## src/rtl/pc_sequencer_pkg.sv

```systemverilog
// Shared PC types, reset vector and next-PC source encoding for the fetch head.
package pc_sequencer_pkg;

  localparam int PC_XLEN = 32;

  typedef logic [PC_XLEN-1:0] rv32_pc_t;

  localparam rv32_pc_t PC_RESET_VECTOR = 32'h0000_0000;

  // Source that produced next_pc; kept as an enum so a debug probe can decode it.
  typedef enum logic [2:0] {
    PC_RESET,
    PC_TRAP,
    PC_REDIRECT,
    PC_HOLD,
    PC_RAS,
    PC_SEQ
  } pc_src_e;

endpackage

```

## src/rtl/pc_sequencer_return_addr_stack.sv

```systemverilog
// Circular return-address stack: a wrap-around top pointer plus a saturating count.
module return_addr_stack #(
  parameter int XLEN      = 32,
  parameter int RAS_DEPTH = 4
) (
  input  logic            clk,
  input  logic            rst,
  input  logic            push,
  input  logic            pop,
  input  logic [XLEN-1:0] push_data,
  output logic [XLEN-1:0] top,
  output logic            empty,
  output logic            full
);

  localparam int PW = $clog2(RAS_DEPTH);

  logic [RAS_DEPTH-1:0][XLEN-1:0] mem;
  logic [PW-1:0]                  ptr;
  logic [PW-1:0]                  ptr_inc;
  logic [PW:0]                    cnt;
  logic                           do_pop;

  assign ptr_inc = ptr + 1'b1;
  assign empty   = (cnt == '0);
  assign full    = (cnt == (PW+1)'(RAS_DEPTH));
  assign top     = mem[ptr];
  assign do_pop  = pop && !empty;

  always_ff @(posedge clk) begin
    if (rst) begin
      ptr <= '0;
      cnt <= '0;
    end else if (push && !do_pop) begin
      // A push into a full stack overwrites the oldest slot; count saturates.
      ptr <= ptr_inc;
      if (!full) cnt <= cnt + 1'b1;
    end else if (do_pop && !push) begin
      ptr <= ptr - 1'b1;
      cnt <= cnt - 1'b1;
    end
  end

  // Storage carries no reset; the count alone marks which slots are live.
  always_ff @(posedge clk) begin
    if (!rst && push) begin
      if (do_pop) mem[ptr]     <= push_data;
      else        mem[ptr_inc] <= push_data;
    end
  end

endmodule

```

## src/rtl/pc_sequencer.sv

```systemverilog
// Fetch-stage program counter: prioritised next-PC mux with alignment and RAS prediction.
module pc_sequencer
  import pc_sequencer_pkg::*;
#(
  parameter int             XLEN         = 32,
  parameter logic [XLEN-1:0] RESET_VECTOR = PC_RESET_VECTOR,
  parameter int             INC          = 4,
  parameter int             RAS_DEPTH    = 4
) (
  input  logic            clk,
  input  logic            rst,
  input  logic            stall,
  input  logic            redirect_valid,
  input  logic [XLEN-1:0] redirect_pc,
  input  logic            trap_valid,
  input  logic [XLEN-1:0] trap_vector,
  input  logic            call_hint,
  input  logic [XLEN-1:0] call_link,
  input  logic            ret_hint,
  output logic [XLEN-1:0] pc,
  output logic [XLEN-1:0] next_pc,
  output logic            pc_valid,
  output logic            misaligned,
  output logic            ras_empty,
  output logic            ras_full
);

  localparam int              AW         = $clog2(INC);
  localparam logic [XLEN-1:0] ALIGN_MASK = ~XLEN'(INC - 1);

  pc_src_e         pc_src;
  logic            mis_nxt;
  logic            ras_en;
  logic            ras_push;
  logic            ras_pop;
  logic [XLEN-1:0] ras_top;

  // Calls resolve as redirects, so a redirect does not block the push.
  assign ras_en   = pc_valid && !rst && !trap_valid && !redirect_valid && !stall;
  assign ras_push = call_hint && (ras_en || (pc_valid && !rst && !trap_valid && redirect_valid));
  assign ras_pop  = ret_hint && ras_en && !ras_empty;

  always_comb begin
    pc_src = PC_SEQ;
    if (rst || !pc_valid)   pc_src = PC_RESET;
    else if (trap_valid)    pc_src = PC_TRAP;
    else if (redirect_valid) pc_src = PC_REDIRECT;
    else if (stall)         pc_src = PC_HOLD;
    else if (ras_pop)       pc_src = PC_RAS;
  end

  always_comb begin
    next_pc = pc + XLEN'(INC);
    mis_nxt = 1'b0;
    case (pc_src)
      PC_RESET:    next_pc = RESET_VECTOR;
      PC_TRAP: begin
        next_pc = trap_vector & ALIGN_MASK;
        mis_nxt = |trap_vector[AW-1:0];
      end
      PC_REDIRECT: begin
        next_pc = redirect_pc & ALIGN_MASK;
        mis_nxt = |redirect_pc[AW-1:0];
      end
      PC_HOLD:     next_pc = pc;
      PC_RAS:      next_pc = ras_top;
      default:     next_pc = pc + XLEN'(INC);
    endcase
  end

  // The first free edge after reset only raises pc_valid (bubble at RESET_VECTOR).
  always_ff @(posedge clk) begin
    if (rst) begin
      pc         <= RESET_VECTOR;
      pc_valid   <= 1'b0;
      misaligned <= 1'b0;
    end else begin
      pc         <= next_pc;
      pc_valid   <= 1'b1;
      misaligned <= mis_nxt;
    end
  end

  return_addr_stack #(
    .XLEN      (XLEN),
    .RAS_DEPTH (RAS_DEPTH)
  ) u_ras (
    .clk       (clk),
    .rst       (rst),
    .push      (ras_push),
    .pop       (ras_pop),
    .push_data (call_link),
    .top       (ras_top),
    .empty     (ras_empty),
    .full      (ras_full)
  );

endmodule

```

## config.mk

```make
export PLATFORM = sky130hd
export DESIGN_NAME = pc_sequencer
export DESIGN_NICKNAME = d
export VERILOG_FILES = /design/src/rtl/pc_sequencer_pkg.sv /design/src/rtl/pc_sequencer_return_addr_stack.sv /design/src/rtl/pc_sequencer.sv
export SDC_FILE = /design/constraint.sdc
export NUM_CORES = 1
export LEC_CHECK = 0
export CAP_MARGIN = 0
export CELL_PAD_IN_SITES_DETAIL_PLACEMENT = 0
export CELL_PAD_IN_SITES_GLOBAL_PLACEMENT = 1
export CORE_MARGIN = 1
export CORE_UTILIZATION = 44
export CTS_CLUSTER_SIZE = 10
export DETAILED_ROUTE_END_ITERATION = 7
export GPL_TIMING_DRIVEN = 0
export PLACE_DENSITY = 0.88
export SYNTH_ARGS = -nofsm -noshare
export SYNTH_HDL_FRONTEND = slang
export SYNTH_SLANG_ARGS = --single-unit
```

## constraint.sdc

```tcl
create_clock -name clk -period 7.25 [get_ports clk]
set_input_delay 1.8125 -clock clk [delete_from_list [all_inputs] [get_ports clk]]
set_output_delay 1.8125 -clock clk [all_outputs]
set_load 0.005 [all_outputs]
```

==> impl_metrics.tcl, run 1 <==
set metrics [dict create \
    synthCells 742 \
    worst_clock_skew_ps 7.50 \
    fill_cells 1608 \
    synthFlopType "edfxtp_1" \
    synthArstFlopShare_pct 0 \
    cts_tree "done" \
    vias_per_cell 5.67 \
    cts_resized 0 \
    synth_area_leaders "edfxtp_1, nor2b_1, dfxtp_1, mux4_2, o21ai_0" \
    gp_congestion 0.903 \
    post_cts_buffers 0 \
    holdWs_ps 488 \
    setup_tns_ps 0 \
    post-place-cells 1173 \
    die_x_microns 141 \
    synth-seq-cells 167 \
    seqPwrFrac_pct 49.0 \
    switching_share_pct 24.0 \
    synthMuxAreaShare_pct 9.12 \
    grt_use_met1_pct 33.2 \
    avgRoutedWirePerCell_microns 20.7 \
    core_sq_um 18900 \
    crit_arrival_ps 4620 \
    first_global_vias 6548 \
    initial_core_util_pct 45.3 \
    grt_usage_pct 25.5 \
    grt_pass1_wl_mm 37.3 \
    pwr-share-clk_pct 40.0 \
    crit_path_end_kind "output port" \
    min_period_ps 6440 \
    yosysTopAreaCell "edfxtp_1" \
    clock_latency_ps 420 \
    synth_compound_area_share_pct 12.1 \
    hold_path.class "flop to flop" \
    drtAntennaViolNets 0 \
    p_sw_uw 518 \
    cts-root-buf "clkbuf_16" \
    clk_pin_slew_ps 70 \
    antenna_found_initial 0 \
    seq_area_frac_synth_pct 54.0 \
    p_comb_share_pct 11.0 \
    synth-edff-count 128 \
    setup_viol 0 \
    cap_viol_max_count 0 \
    grt_max_degree 23 \
    drtIter0Drc 564 \
    grt_util_met2_pct 42.8 \
    power.leakage_uw 0.00362 \
    synth_top_family_by_area "simple AND/OR/NAND/NOR gates" \
    worstPathRequired_ps 5440 \
    clock_path_buffers 2 \
    start_kind "input pin" \
    synthXorXnorAreaFrac_pct 1.33 \
    worstMarginPinSlew_ps 1100 \
    hold_viol 0 \
    die_area_sq_um 20000 \
    grt_overflow 0 \
    p_int_uw 1650 \
    diodes 0 \
    critical_path_class "input pin to output port" \
    synth-simple-area-share_pct 19.1 \
    die_height_microns 141 \
    fin_nets 1045 \
    critPathMaxFanout 10 \
    vias 6829 \
    period_share_pct 88.8 \
    drv_slew 0 \
    drt-pass1-iter-count 5 \
    grt-busiest-layer "met2" \
    vdd_drop_max_mv 0.173 \
    clock.fmax_mhz 155 \
    cts_hold_buf 0 \
    syn_area_sq_um 8560 \
    cts-buffers-inserted 17 \
    cellPowerDensity_nw_per_um2 193 \
    synth_area_per_cell_sq_um 11.5 \
    rows 50 \
    synth_top_cell_area_share_pct 44.9 \
    routed_wl_mm 25.0 \
    fin_cells 1205 \
    syn-num-nets 855 \
    syn2layout_area_growth_pct 31.3 \
    port_buffers 167 \
    ys_warn_count 0 \
    max-slew-margin-rel_pct 26.4 \
    final_core_util_pct 59.5 \
    rsz0062_at_grt "false" \
    clock_sinks 167 \
    status "finished, final reports clean" \
    yosys.area_share.adder_pct 1.55 \
    htreeDepth 4 \
    grt.met3_usage_pct 5.23 \
    post-route-drc-count 0 \
    hpwl_mm 18.1 \
    drive_above_1_share_pct 11.0 \
    num_io_pins 171 \
    ys_types 57 \
]
[cell type report]
type / count / area (sq um) / share of cell area, %
Timing Repair Buffer: 171 / 1770 / 15.7
Buffer: 46 / 204 / 1.81
Inverter: 10 / 37.5 / 0.334
Clock buffer: 17 / 425 / 3.79
Tap cell: 260 / 325 / 2.90
Multi-Input combinational cell: 519 / 3720 / 33.1
Sequential cell: 167 / 4620 / 41.2
Clock inverter: 15 / 129 / 1.15
[logic make-up (layout without fill, tap and decap cells)]
family                   after synthesis  after routing
multiplexers                          38             38
flip-flops                           167            167
buffers and inverters                 56            259
adder cells (fa/ha/maj)               10             10
AO/OA/AOI/OAI                        160            160
AND/OR/NAND/NOR                      298            298
XOR/XNOR                              13             13
[layout by cell type (no fill, tap or decap), drive strengths merged, types with 11 or more instances in the layout]
cell and n:
nand4 12, nor2b 129, xor2 11, buf 29, clkdlybuf4s50 167, mux4 32
a31oi 13, nor2 32, nand2 81, a21oi 18, edfxtp 128, o21ai 74
inv 13, a22oi 12, nand3 12, clkbuf 38, dfxtp 39
[per-stage QoR]
stage	setup slack (ps)	total power [uW]	instance area (sq um)
floorplan	2230	1170	8560
CTS	874	2170	11200
detailed placement	878	1320	10700
global placement	820	1310	10600
global route	741	2220	11200
finish	813	2160	11200
[final timing paths]
| path | slack (ps) | to | startpoint | cells past startpoint |
|---|---|---|---|---|
| setup / recovery | 810 | next_pc[14] | stall | 8 |
| hold / removal | 490 | pc[0] | pc[0] | 2 |
| setup reg to reg | 4000 | u_ras.mem[80] | u_ras.ptr[1] | 8 |
| hold reg to reg | 490 | pc[0] | pc[0] | 2 |
[routing by layer]
layer / up-vias / share of wire [%]
met1: 3327 / 41
met4: 0 / 1.9
met2: 317 / 49
met5: - / 0
li1: 3150 / -
met3: 35 / 7.8
[cell usage after synthesis (3+ instances only)]
cell,count
buf_2,22
nand4_1,11
nor2b_1,129
nand3_1,11
o221ai_1,3
a31oi_1,13
and3_1,3
clkbuf_1,21
xor2_1,11
a22o_1,9
mux2i_1,6
edfxtp_1,128
and2_1,4
nor2_1,31
ha_1,9
a21oi_1,18
a222oi_1,9
o311ai_0,10
nor3_1,8
o211ai_1,3
inv_1,10
nand2_1,80
o21ai_0,73
mux4_2,32
a22oi_1,12
dfxtp_1,39
[power groups by stage]
stage | sequential, uW | clock, uW | combinational, uW
finish | 1060 | 866 | 238
global route | 1060 | 907 | 256
CTS | 1060 | 870 | 238
detailed placement | 1080 | 0 | 237
global placement | 1080 | 0 | 233
floorplan | 1070 | 0 | 98.1
[registers in the layout, summed over array words and instances, names as in the netlist]
register / cells
pc_valid: 1
pc: 32
u_ras.cnt: 3
misaligned: 1
u_ras.mem: 128
u_ras.ptr: 2
[worst max-delay path: stages]
cell             delay, ps
clkdlybuf4s50_1        510
clkbuf_1               420
and2_1                 200
clkbuf_1               330
buf_2                  330
o21ai_0                160
o311ai_0               220
clkdlybuf4s50_1        630
No activity file was read; power rests on OpenSTA's default activity.
==> run 2, diff against run 1 <==
--- a/config.mk
+++ b/config.mk
@@ -9,11 +9,14 @@
 export CELL_PAD_IN_SITES_DETAIL_PLACEMENT = 0
 export CELL_PAD_IN_SITES_GLOBAL_PLACEMENT = 1
 export CORE_MARGIN = 1
-export CORE_UTILIZATION = 44
+export CORE_UTILIZATION = 45
+export CTS_CLUSTER_DIAMETER = 40
 export CTS_CLUSTER_SIZE = 10
 export DETAILED_ROUTE_END_ITERATION = 7
 export GPL_TIMING_DRIVEN = 0
-export PLACE_DENSITY = 0.88
+export MAX_ROUTING_LAYER = met4
+export PLACE_DENSITY = 0.89
 export SYNTH_ARGS = -nofsm -noshare
 export SYNTH_HDL_FRONTEND = slang
+export SYNTH_HIERARCHICAL = 1
 export SYNTH_SLANG_ARGS = --single-unit
==> run 2 against run 1 <==
Clock power up 8.7%. Non-clock buffer count is 1 higher. Register-to-register slack got worse by 470 ps. Cell area grew 0.77%. Clock-buffer cell count grew 1. Clock skew up 6.8 ps. Power is 1.9% higher. Fmax is 5.2% lower. Largest cell class unchanged.
==> impl_metrics.tcl, run 2 <==
set metrics [dict create \
    status "finished, final reports clean" \
    htreeDepth 4 \
    wl_met1_mm 10.2 \
    clk_pin_slew_ps 60 \
    critical_path_class "input pin to output port" \
    min_from "pc[1]" \
    crit-reg2reg-launch "pc_valid" \
    worstPathRequired_ps 5440 \
    r2r_end "u_ras/cnt[2]" \
    min_period_ps 6790 \
    largest_register_ffs 128 \
    path_cells "clkdlybuf4s50_1 -> nor4b_4 -> nand3_2 -> buf_2 -> o311ai_0 -> clkdlybuf4s50_1" \
    cp_common_cell "clkdlybuf4s50_1" \
    clock_path_buffers 2 \
    cpPeakStageDelay_ps 720 \
    cellPowerDensity_nw_per_um2 195 \
    worst_clock_skew_ps 14.3 \
    worstMarginPinSlew_ps 793 \
    grt_overflow 0 \
    setup_tns_ps 0 \
    num_io_pins 171 \
    drt-pass1-iter-count 5 \
    critPathMaxFanout 10 \
    synthArstFlopShare_pct 0 \
    period_share_pct 93.6 \
    fin_nets 995 \
    regMostFlops "u_ras/mem" \
    syn_area_sq_um 8610 \
    routed_wl_mm 24.5 \
    r2r.worst_path.cells 9 \
    fin_cells 1128 \
    hold_path.class "flop to flop" \
    die_height_microns 140 \
    crit_path_end_kind "output port" \
    reg.largest.list "u_ras/mem x128, pc x32, u_ras/cnt x3" \
    yosysTopAreaCell "edfxtp_1" \
    synth_top_cell_area_share_pct 44.6 \
    drtAntennaViolNets 0 \
    synth-edff-count 128 \
    hold_end "pc[1]" \
    rrSetupSlack_ps 3530 \
    pwr-share-clk_pct 42.7 \
    p_sw_uw 476 \
    cts_hold_buf 0 \
    final_common_cell "clkdlybuf4s50_1" \
    min_path_cells 2 \
    seqPwrFrac_pct 47.6 \
    synth-seq-cells 167 \
    die_x_microns 140 \
    syn-num-nets 804 \
    seq_area_frac_synth_pct 53.7 \
    final_cell_mix "clkdlybuf4s50_1, edfxtp_1, nor2b_1" \
    power.leakage_uw 0.00402 \
    grt_max_degree 28 \
    start_kind "input pin" \
    first_global_vias 6191 \
    max-slew-margin-rel_pct 45.6 \
    maxUsedRoutingLayer "met4" \
    avgRoutedWirePerCell_microns 21.8 \
    antenna_found_initial 0 \
    core_sq_um 18700 \
    vias_per_cell 5.78 \
    ys_warn_count 6 \
    post_cts_buffers 0 \
    dr_wl_met3_mm 2.08 \
    yosysMostFrequentCell "edfxtp_1" \
    p_comb_share_pct 9.7 \
    ys_types 66 \
    crit_arrival_ps 4980 \
    hpwl_mm 18.2 \
    switching_share_pct 21.6 \
    rsz0062_at_grt "false" \
    post-route-drc-count 0 \
    drv_slew 0 \
    grt_usage_pct 26.2 \
    gp_congestion 0.914 \
    clock.fmax_mhz 147 \
    diodes 0 \
    synthFlopType "edfxtp_1" \
    drtIter0Drc 521 \
    grt_pass1_wl_mm 36.5 \
    cts-buffers-inserted 17 \
    synth_area_leaders "edfxtp_1, dfxtp_1, mux4_2, nor2b_1, o21ai_0" \
    die_area_sq_um 19700 \
    cp_slowest_cell "nor4b_4" \
    hold_viol 0 \
    rows 50 \
    synth_area_per_cell_sq_um 12.5 \
    met2_length_mm 11.7 \
    vdd_drop_max_mv 0.190 \
    yosys-top-cells-count "edfxtp_1, nor2b_1, o21ai_0, dfxtp_1, nand2_1" \
    vias 6521 \
    syn2layout_area_growth_pct 31.5 \
    synthCells 691 \
    post-place-cells 1097 \
    cap_viol_max_count 0 \
    drive_above_1_share_pct 14.7 \
    cts-root-buf "clkbuf_16" \
    setup_viol 0 \
    port_buffers 168 \
    clock_sinks 167 \
    initial_core_util_pct 46.0 \
    cts_resized 0 \
    clock_latency_ps 430 \
    cts_tree "done" \
    p_int_uw 1730 \
]
-- run 2: changes by cell type in the layout (fill, tap and decap cells not counted), sizes merged, moves of 5 or more --
cell,previous run,this run
buf,29,38
a31oi,13,6
o21ai,74,43
a22o,9,18
nand3,12,17
nor2,32,22
a32oi,1,6
nor3,9,4
nand2,81,34
clkbuf,38,30
-- run 2: layer usage --
layer / track usage, % / vias up
li1: - / 3032
met5: - / -
met1: 32.3 / 3142
met3: 5.64 / 43
met2: 42.3 / 304
met4: 9.77 / 0
-- run 2: worst max-delay path by stage --
stage / endpoint / cells past startpoint / slack [ps] / start
final: next_pc[19] / 6 / 460 / rst
after CTS: next_pc[19] / 6 / 440 / rst
after global placement: u_ras/mem[110] / 9 / -200 / rst
after global routing: next_pc[29] / 8 / 330 / rst
after floorplan: u_ras/mem[0] / 9 / 2010 / trap_valid
after detailed placement: next_pc[19] / 6 / 440 / rst
-- run 2: power groups by stage --
| stage | Combinational (uW) | Clock (uW) | Sequential, uW |
|---|---|---|---|
| 2_1_floorplan | 88.9 | 0 | 1070 |
| 3_3_place_gp | 212 | 0 | 1070 |
| 3_5_place_dp | 214 | 0 | 1070 |
| 4_1_cts | 216 | 948 | 1050 |
| 5_1_grt | 230 | 986 | 1050 |
| 6_report | 215 | 941 | 1050 |
-- run 2: area by class of cell --
cell class | instances | area (sq um)
repair buffers | 172 | 1780
fillers | 1532 | 7380
clock buffers | 18 | 429
well taps | 234 | 293
clock inverters | 13 | 181
flip-flops and latches | 167 | 4620
multi-input cells | 467 | 3710
plain buffers | 46 | 268
inverters | 11 | 41.3
-- run 2: kinds of logic (layout without fill, tap and decap cells) --
group / after synthesis / in the layout / share of synthesized area, %
compound gates: 154 / 154 / 12.8
xor+xnor: 16 / 16 / 1.63
fa+ha+maj: 10 / 10 / 1.54
buf+inv: 57 / 260 / 3.59
flops: 167 / 167 / 53.7
mux: 38 / 38 / 9.06
simple gates: 249 / 249 / 17.7
-- run 2: critical path, delay by kind of cell --
kind | cells | cell delay, ps
buffers and inverters | 3 | 1520
AND/OR/NAND/NOR | 2 | 1000
AO/OA/AOI/OAI | 1 | 630
-- run 2: metrics by stage --
stage	utilization [%]	hold WS, ps	power [uW]	area, sq um	setup WS (ps)
3_3_place_gp	56.6	468	1280	10600	-204
4_1_cts	60.5	481	2210	11300	440
2_1_floorplan	-	469	1150	8610	2010
3_5_place_dp	57.3	473	1280	10700	443
6_report	60.5	476	2210	11300	461
5_1_grt	60.5	507	2270	11300	330
==> run 3, diff against run 2 <==
--- a/config.mk
+++ b/config.mk
@@ -20,3 +20,4 @@
 export SYNTH_HDL_FRONTEND = slang
 export SYNTH_HIERARCHICAL = 1
 export SYNTH_SLANG_ARGS = --single-unit
+export TNS_END_PERCENT = 30
==> results of run 3 <==
Same layout as run 2: the final DEF is identical, and so are final timing and power.
